### config.mk
export PLATFORM = sky130hd
export DESIGN_NAME = keypad_scanner_flat
export DESIGN_NICKNAME = d
export VERILOG_FILES = /design/src/rtl/keypad_pkg.sv /design/src/rtl/keypad_scanner_if.sv /design/src/rtl/keypad_debounce.sv /design/src/rtl/keypad_scanner.sv /design/src/flat_wrapper.sv
export SDC_FILE = /design/constraint.sdc
export NUM_CORES = 1
export LEC_CHECK = 0
export BUFFER_PORTS_ARGS = -buffer_cell sky130_fd_sc_hd__buf_2
export CAP_MARGIN = 40
export CORE_MARGIN = 3
export CORE_UTILIZATION = 40
export CTS_CLUSTER_DIAMETER = 150
export DETAILED_ROUTE_END_ITERATION = 6
export HOLD_SLACK_MARGIN = 0.02
export PLACE_DENSITY = 0.54
export SLEW_MARGIN = 20
export SYNTH_ARGS = -nofsm -noshare
export SYNTH_HDL_FRONTEND = slang
export SYNTH_HIERARCHICAL = 1
export SYNTH_SLANG_ARGS = --single-unit
### constraint.sdc
create_clock -name clk -period 5.8 [get_ports clk]
set_input_delay 0.29 -clock clk [delete_from_list [all_inputs] [get_ports clk]]
set_output_delay 0.29 -clock clk [all_outputs]
set_load 0.02 [all_outputs]
### src/rtl/keypad_pkg.sv
// Shared keypad constants: matrix geometry, key index map and bit helpers.
// Used by the scanner, the debouncer and the password-entry encoder.
package keypad_pkg;

  localparam int unsigned ROWS  = 4;
  localparam int unsigned COLS  = 4;
  localparam int unsigned KEY_W = ROWS * COLS;

  // Key index = row*4 + col; indices 1, 2 and 4 are unused but still reported.
  typedef enum logic [3:0] {
    KEY_ENTER       = 4'd0,
    KEY_3           = 4'd5,
    KEY_2           = 4'd6,
    KEY_1           = 4'd7,
    KEY_0           = 4'd3,
    KEY_CLEAR_ALL   = 4'd8,
    KEY_6           = 4'd9,
    KEY_5           = 4'd10,
    KEY_4           = 4'd11,
    KEY_CLEAR_ENTRY = 4'd12,
    KEY_9           = 4'd13,
    KEY_8           = 4'd14,
    KEY_7           = 4'd15
  } key_e;

  function automatic logic [4:0] popcount16(input logic [KEY_W-1:0] v);
    logic [4:0] n;
    n = '0;
    for (int unsigned i = 0; i < KEY_W; i++) begin
      n = n + 5'(v[i]);
    end
    return n;
  endfunction

  function automatic logic [3:0] onehot_to_index(input logic [KEY_W-1:0] v);
    logic [3:0] idx;
    idx = '0;
    for (int unsigned i = 0; i < KEY_W; i++) begin
      if (v[i]) idx = 4'(i);
    end
    return idx;
  endfunction

endpackage

### src/rtl/keypad_scanner_if.sv
// Keypad pin and key-event bundle between the board pins, the scanner and
// the password/display logic.
interface keypad_scanner_if;

  logic [keypad_pkg::COLS-1:0]  col;
  logic [keypad_pkg::ROWS-1:0]  row;
  logic [keypad_pkg::KEY_W-1:0] onehot;
  logic [3:0]                   key_code;
  logic                         key_valid;

  modport master (
    input  col,
    output row, onehot, key_code, key_valid
  );

  modport slave (
    output col,
    input  row, onehot, key_code, key_valid
  );

endinterface

### src/rtl/keypad_debounce.sv
// Frame-level debouncer: commits a key state once DEBOUNCE_CNT consecutive
// identical frames are seen, and filters multi-key/ghost frames to zero.
module keypad_debounce
  import keypad_pkg::*;
#(
  parameter int unsigned DEBOUNCE_CNT = 4
) (
  input  logic             clk,
  input  logic             rst,
  input  logic [KEY_W-1:0] frame,
  input  logic             frame_done,
  output logic [KEY_W-1:0] onehot,
  output logic [3:0]       key_code,
  output logic             key_valid
);

  localparam int unsigned CNT_W = $clog2(DEBOUNCE_CNT + 1);

  logic [KEY_W-1:0] prev_frame;
  logic [KEY_W-1:0] candidate;
  logic             cand_pending;
  logic [CNT_W-1:0] stable_cnt;
  logic [CNT_W-1:0] next_cnt;

  always_comb begin
    next_cnt = CNT_W'(1);
    if (frame == prev_frame) begin
      next_cnt = (stable_cnt == CNT_W'(DEBOUNCE_CNT)) ? stable_cnt
                                                       : stable_cnt + CNT_W'(1);
    end
  end

  always_ff @(posedge clk or posedge rst) begin
    if (rst) begin
      prev_frame   <= '0;
      candidate    <= '0;
      cand_pending <= 1'b0;
      stable_cnt   <= '0;
      onehot       <= '0;
      key_code     <= '0;
      key_valid    <= 1'b0;
    end else begin
      key_valid    <= 1'b0;
      cand_pending <= 1'b0;
      if (frame_done) begin
        stable_cnt   <= next_cnt;
        prev_frame   <= frame;
        candidate    <= frame;
        cand_pending <= (next_cnt == CNT_W'(DEBOUNCE_CNT));
      end
      // Held keys re-qualify every frame; only a differing candidate commits.
      if (cand_pending && (candidate != onehot)) begin
        if (popcount16(candidate) == 5'd1) begin
          onehot    <= candidate;
          key_code  <= onehot_to_index(candidate);
          key_valid <= 1'b1;
        end else begin
          onehot <= '0;
        end
      end
    end
  end

endmodule

### src/rtl/keypad_scanner.sv
// 4x4 active-low keypad scanner: column synchronizer, dwell divider and row
// sequencer feeding a frame-level debouncer.
module keypad_scanner
  import keypad_pkg::*;
#(
  parameter int unsigned SCAN_DIV     = 50000,
  parameter int unsigned DEBOUNCE_CNT = 4
) (
  input  logic              clk,
  input  logic              rst,
  keypad_scanner_if.master  kp
);

  localparam int unsigned DIV_W = $clog2(SCAN_DIV);

  logic [COLS-1:0]  col_s1;
  logic [COLS-1:0]  col_s2;
  logic [DIV_W-1:0] div;
  logic [1:0]       row_idx;
  logic [KEY_W-1:0] frame_acc;
  logic [KEY_W-1:0] frame_now;
  logic             terminal;
  logic             frame_done;

  assign terminal   = (div == DIV_W'(SCAN_DIV - 1));
  assign frame_done = terminal && (row_idx == 2'd3);
  assign kp.row     = ~(4'b0001 << row_idx);

  always_ff @(posedge clk or posedge rst) begin
    if (rst) begin
      col_s1    <= '1;
      col_s2    <= '1;
      div       <= '0;
      row_idx   <= '0;
      frame_acc <= '0;
    end else begin
      col_s1 <= kp.col;
      col_s2 <= col_s1;
      if (terminal) begin
        div     <= '0;
        row_idx <= row_idx + 2'd1;
        frame_acc[{row_idx, 2'b00} +: COLS] <= ~col_s2;
      end else begin
        div <= div + DIV_W'(1);
      end
    end
  end

  // The row-3 nibble is merged combinationally so the debouncer sees the
  // complete frame on the same cycle as frame_done.
  always_comb begin
    frame_now = frame_acc;
    if (terminal) frame_now[{row_idx, 2'b00} +: COLS] = ~col_s2;
  end

  keypad_debounce #(
    .DEBOUNCE_CNT (DEBOUNCE_CNT)
  ) u_debounce (
    .clk        (clk),
    .rst        (rst),
    .frame      (frame_now),
    .frame_done (frame_done),
    .onehot     (kp.onehot),
    .key_code   (kp.key_code),
    .key_valid  (kp.key_valid)
  );

endmodule

### src/flat_wrapper.sv
// flat-port wrapper written by rule: the top's interface ports become plain ports
module keypad_scanner_flat import keypad_pkg::*;
#(
  parameter int unsigned SCAN_DIV     = 50000,
  parameter int unsigned DEBOUNCE_CNT = 4
)
  (clk, rst, kp_col, kp_row, kp_onehot, kp_key_code, kp_key_valid);
  keypad_scanner_if kp_i ();
  input  logic clk;
  input  logic rst;
  input wire logic [$bits(kp_i.col)-1:0] kp_col;
  output wire logic [$bits(kp_i.row)-1:0] kp_row;
  output wire logic [$bits(kp_i.onehot)-1:0] kp_onehot;
  output wire logic [$bits(kp_i.key_code)-1:0] kp_key_code;
  output wire logic [$bits(kp_i.key_valid)-1:0] kp_key_valid;
  assign kp_i.col = kp_col;
  assign kp_row = kp_i.row;
  assign kp_onehot = kp_i.onehot;
  assign kp_key_code = kp_i.key_code;
  assign kp_key_valid = kp_i.key_valid;
  keypad_scanner #(.SCAN_DIV(SCAN_DIV), .DEBOUNCE_CNT(DEBOUNCE_CNT)) u_core (.clk(clk), .rst(rst), .kp(kp_i));
endmodule
==> impl_metrics.toml <==
[status]
status = "finished clean"

[logic_synthesis]
syn_inst = 424
netlist.area_leader.share_pct = 41.4
ys_ff_latch = 83
synth_top_cell_by_area = "sky130_fd_sc_hd__dfrtp_1"
synthTopCellsByArea = "sky130_fd_sc_hd__dfrtp_1 (41%), sky130_fd_sc_hd__xnor2_1 (7.9%), sky130_fd_sc_hd__ha_1 (5.0%), sky130_fd_sc_hd__fa_1 (4.9%), sky130_fd_sc_hd__dfstp_2 (4.6%)"
ys_dominant_reg_cell = "sky130_fd_sc_hd__dfrtp_1"
synth_area_per_cell_um2 = 10.7
synth_area_um2 = 4530
synth_enable_flop_cells = 0
yosysUniqueCellTypes = 48
syn-num-nets = 459
asyncSetResetFlopFracSynth_pct = 100
sequential_fraction_of_the_synthesis_area_pct = 46.1
yosysWarningCount = 6

[pwr]
post-layout-total-power_mw = 1.12
vdd.ir_drop.worst_uv = 151
cellPowerDensity_nw_per_um2 = 219
cellLeakagePower_nw = 2.43

[floorplan]
core_area_um2 = 10900
die_width_um = 112
initial_core_util_pct = 41.4
die_area_um2 = 12600
placement_rows = 38
pin_count = 31
die_height_um = 112

[final_layout]
layout.filler_cells = 1038
antennaDiodeCount = 0
nets = 490
post_route_cells_drive_above_1_share_pct = 17.0
layout-area-overhead-vs-synth_pct = 12.5

[timing]
finalSetupViolations = 0
period_needed_ns = 5.05
holdWs_ns = 0.0515
clock.fmax_mhz = 198
max_slew.worst_pin.slew_ns = 0.588
finalCritPeriodShare_pct = 87.0
maxSlewHeadroom_pct = 60.4
grt_setup_unrepaired = "no"
tns_ns = 0
report.final.hold_viol_count = 0
clock_skew_ns = 0.00545
final_report_max_slew_violation_count = 0

[clock_network]
clock_insertion_delay_at_the_later_pin_of_the_skew_report_ns = 0.34
buffer_levels_on_the_longest_clock_path = 2
post_cts.resized_instances = 0
root_buffer = "sky130_fd_sc_hd__clkbuf_16"
h_tree_levels = 3
tritoncts.num_buffers = 9
postCtsSetupBuffers = 0
cts_tree = "yes"
cts_num_sinks = 83
postCtsHoldBufs = 0
clk_pin_slew_ns = 0.06

[grt]
initial_antenna_violation_count = 0
grt_overflow = 0
grt_first_pass_wirelength_um = 15700
grt.busiest_layer = "met2"
grt_pass1_vias = 3054
groute.layer.met3.usage_pct = 3.94
gr-usage-met1_pct = 22.4
grt_use_met2_pct = 23.3
global_route_usage_sum_pct = 15.7
grt_start_max_net_pins = 43

[setup_path]
cpMostUsedCell = "sky130_fd_sc_hd__fa_1"
startpoint_type = "flop"
cp.buffers_inverters = 5
data_arrival_time_at_the_worst_slack_endpoint_ns = 5.26
critical_path_peak_fanout = 17
worst_path_largest_cell_delay_ns = 0.53
crit_path_start = "u_core/u_debounce/candidate[1]"
cp-end-kind = "flop"
crit_chain = "inv_1 -> fa_1 -> inv_1 -> ha_1 -> inv_1 -> fa_1 -> fa_1 -> fa_1 -> inv_1 -> fa_1 -> fa_1 -> nand3b_1 -> nor3_1 -> o21ai_1 -> buf_4 -> nor2_2 -> mux2_1"
timing_worst_setup_path_type = "flop to flop"
worst_ep_required_time_ns = 6.02
worst_path_dominant_cell_family = "adder cells"
launch_instance_of_the_worst_register_to_register_path = "u_core/u_debounce/candidate[1]"
critical_path.slowest_cell = "sky130_fd_sc_hd__fa_1"

[routing]
drt_drc_violations_left = 0
total_vias_in_the_final_route = 3029
totalWireLength_um = 9060
detail_route.iter0.violations = 107
wl_per_cell_um = 15.1
detail_route.first_pass.iterations = 4
postRouteAntennaNets = 0
vias_per_cell = 5.06

[hold_path]
hp-start = "kp_col[1]"
min-delay-path-class = "input port to flop"

[placed_design]
number_of_buffer_cells_added_on_primary_ports = 30
place.detailed.hpwl_um = 6720
gp_congestion = 0.841

[flow_run]
max_cap_violations = 0
[placed cells by master, fill, tap and decap left out, types with 6 or more instances in the layout]
master and count:
sky130_fd_sc_hd__a21oi_1 6, sky130_fd_sc_hd__buf_2 30, sky130_fd_sc_hd__clkbuf_16 9, sky130_fd_sc_hd__dfrtp_1 75, sky130_fd_sc_hd__dfstp_2 8, sky130_fd_sc_hd__fa_1 11, sky130_fd_sc_hd__ha_1 18, sky130_fd_sc_hd__inv_1 43
sky130_fd_sc_hd__mux2_4 12, sky130_fd_sc_hd__nand2_1 47, sky130_fd_sc_hd__nand3_1 9, sky130_fd_sc_hd__nand4_1 11, sky130_fd_sc_hd__nor2_1 14, sky130_fd_sc_hd__nor2b_1 9, sky130_fd_sc_hd__nor4_1 7, sky130_fd_sc_hd__o21ai_0 23
sky130_fd_sc_hd__o31ai_1 18, sky130_fd_sc_hd__xnor2_1 41, sky130_fd_sc_hd__xor2_1 7
[routing by layer]
layer  up-vias  share of wire, %
met2        65                45
met3        15               4.2
met5         -                 0
li1       1489                 -
met1      1460                49
met4         0               2.0
[synth_stat cells, types with 2 or more instances]
| cell type | instances |
|---|---|
| sky130_fd_sc_hd__o21ai_0 | 23 |
| sky130_fd_sc_hd__o31ai_1 | 18 |
| sky130_fd_sc_hd__nor2_1 | 14 |
| sky130_fd_sc_hd__mux2_4 | 12 |
| sky130_fd_sc_hd__and4_1 | 2 |
| sky130_fd_sc_hd__nor3_1 | 5 |
| sky130_fd_sc_hd__nor4b_1 | 3 |
| sky130_fd_sc_hd__nand4_1 | 11 |
| sky130_fd_sc_hd__dfstp_2 | 8 |
| sky130_fd_sc_hd__and4bb_2 | 2 |
| sky130_fd_sc_hd__nor4_1 | 7 |
| sky130_fd_sc_hd__a31oi_1 | 2 |
| sky130_fd_sc_hd__inv_1 | 43 |
| sky130_fd_sc_hd__nand2_4 | 3 |
| sky130_fd_sc_hd__and2b_1 | 4 |
| sky130_fd_sc_hd__xnor2_1 | 41 |
| sky130_fd_sc_hd__nand3_1 | 9 |
| sky130_fd_sc_hd__nand2_1 | 47 |
| sky130_fd_sc_hd__nor2b_1 | 9 |
| sky130_fd_sc_hd__fa_1 | 11 |
| sky130_fd_sc_hd__buf_4 | 2 |
| sky130_fd_sc_hd__xor2_1 | 7 |
| sky130_fd_sc_hd__dfrtp_1 | 75 |
| sky130_fd_sc_hd__and3_1 | 3 |
| sky130_fd_sc_hd__ha_1 | 18 |
| sky130_fd_sc_hd__nand2b_1 | 5 |
| sky130_fd_sc_hd__mux2_1 | 3 |
| sky130_fd_sc_hd__a21oi_1 | 6 |
| sky130_fd_sc_hd__clkbuf_1 | 7 |
| sky130_fd_sc_hd__nand3b_1 | 2 |
| sky130_fd_sc_hd__buf_2 | 5 |
[state kept, by name (all words and copies together) (netlist names)]
register,count
u_core/u_debounce/cand_pending,1
u_core/u_debounce/stable_cnt,3
u_core/u_debounce/key_code,4
u_core/col_s1,4
u_core/row_idx,2
u_core/u_debounce/key_valid,1
u_core/u_debounce/candidate,16
u_core/div,16
u_core/frame_acc,16
u_core/u_debounce/onehot,16
u_core/col_s2,4
[cell families after synthesis]
kind of cell,synth area share (%)
xor gates and xnor gates,9.28
and+or+nand+nor,16.5
DFF,46.1
buffers and inverters,5.27
muxes,4.94
AOI/OAI and AO/OA,8.09
adders and majority gates,9.83
[path summary, 6_finish.rpt]
path / endpoint / slack (ns) / cells after the start
worst min-delay path: u_core/col_s1[1] / 0.05 / 1
worst max register to register: u_core/u_debounce/key_code[0] / 0.75 / 17
worst min register to register: u_core/col_s2[1] / 0.35 / 0
min in group asynchronous: u_core/div[11] / 0.08 / 3
worst max-delay path: u_core/u_debounce/key_code[0] / 0.75 / 17
max in group asynchronous: u_core/u_debounce/key_valid / 5.34 / 3
[cell type report]
cell class | count | area [um2] | area share, %
sequential | 83 | 2090 | 40.9
clock inverter | 2 | 12.5 | 0.245
timing repair buffer | 35 | 208 | 4.07
inverter | 43 | 161 | 3.17
tap | 140 | 175 | 3.44
clock buffer | 13 | 250 | 4.91
multi-input combinational | 283 | 2200 | 43.2
[stage by stage]
stage               utilization (%)  cells  cell area, um2  setup WS, ns
global placement               44.0    583            4810         0.858
detailed placement             44.2    584            4840         0.744
CTS                            46.6    599            5100         0.707
finish                         46.6    599            5100         0.754
global route                   46.6    599            5100         0.538
floorplan                         -    424            4530          1.07
[report_power, final]
part	internal (mW)	switching [mW]	total, mW
combinational	0.00354	0.0119	0.0154
sequential	0.584	0.00192	0.586
clock	0.299	0.218	0.517
Note: power is estimated with default switching activity, not from simulation.
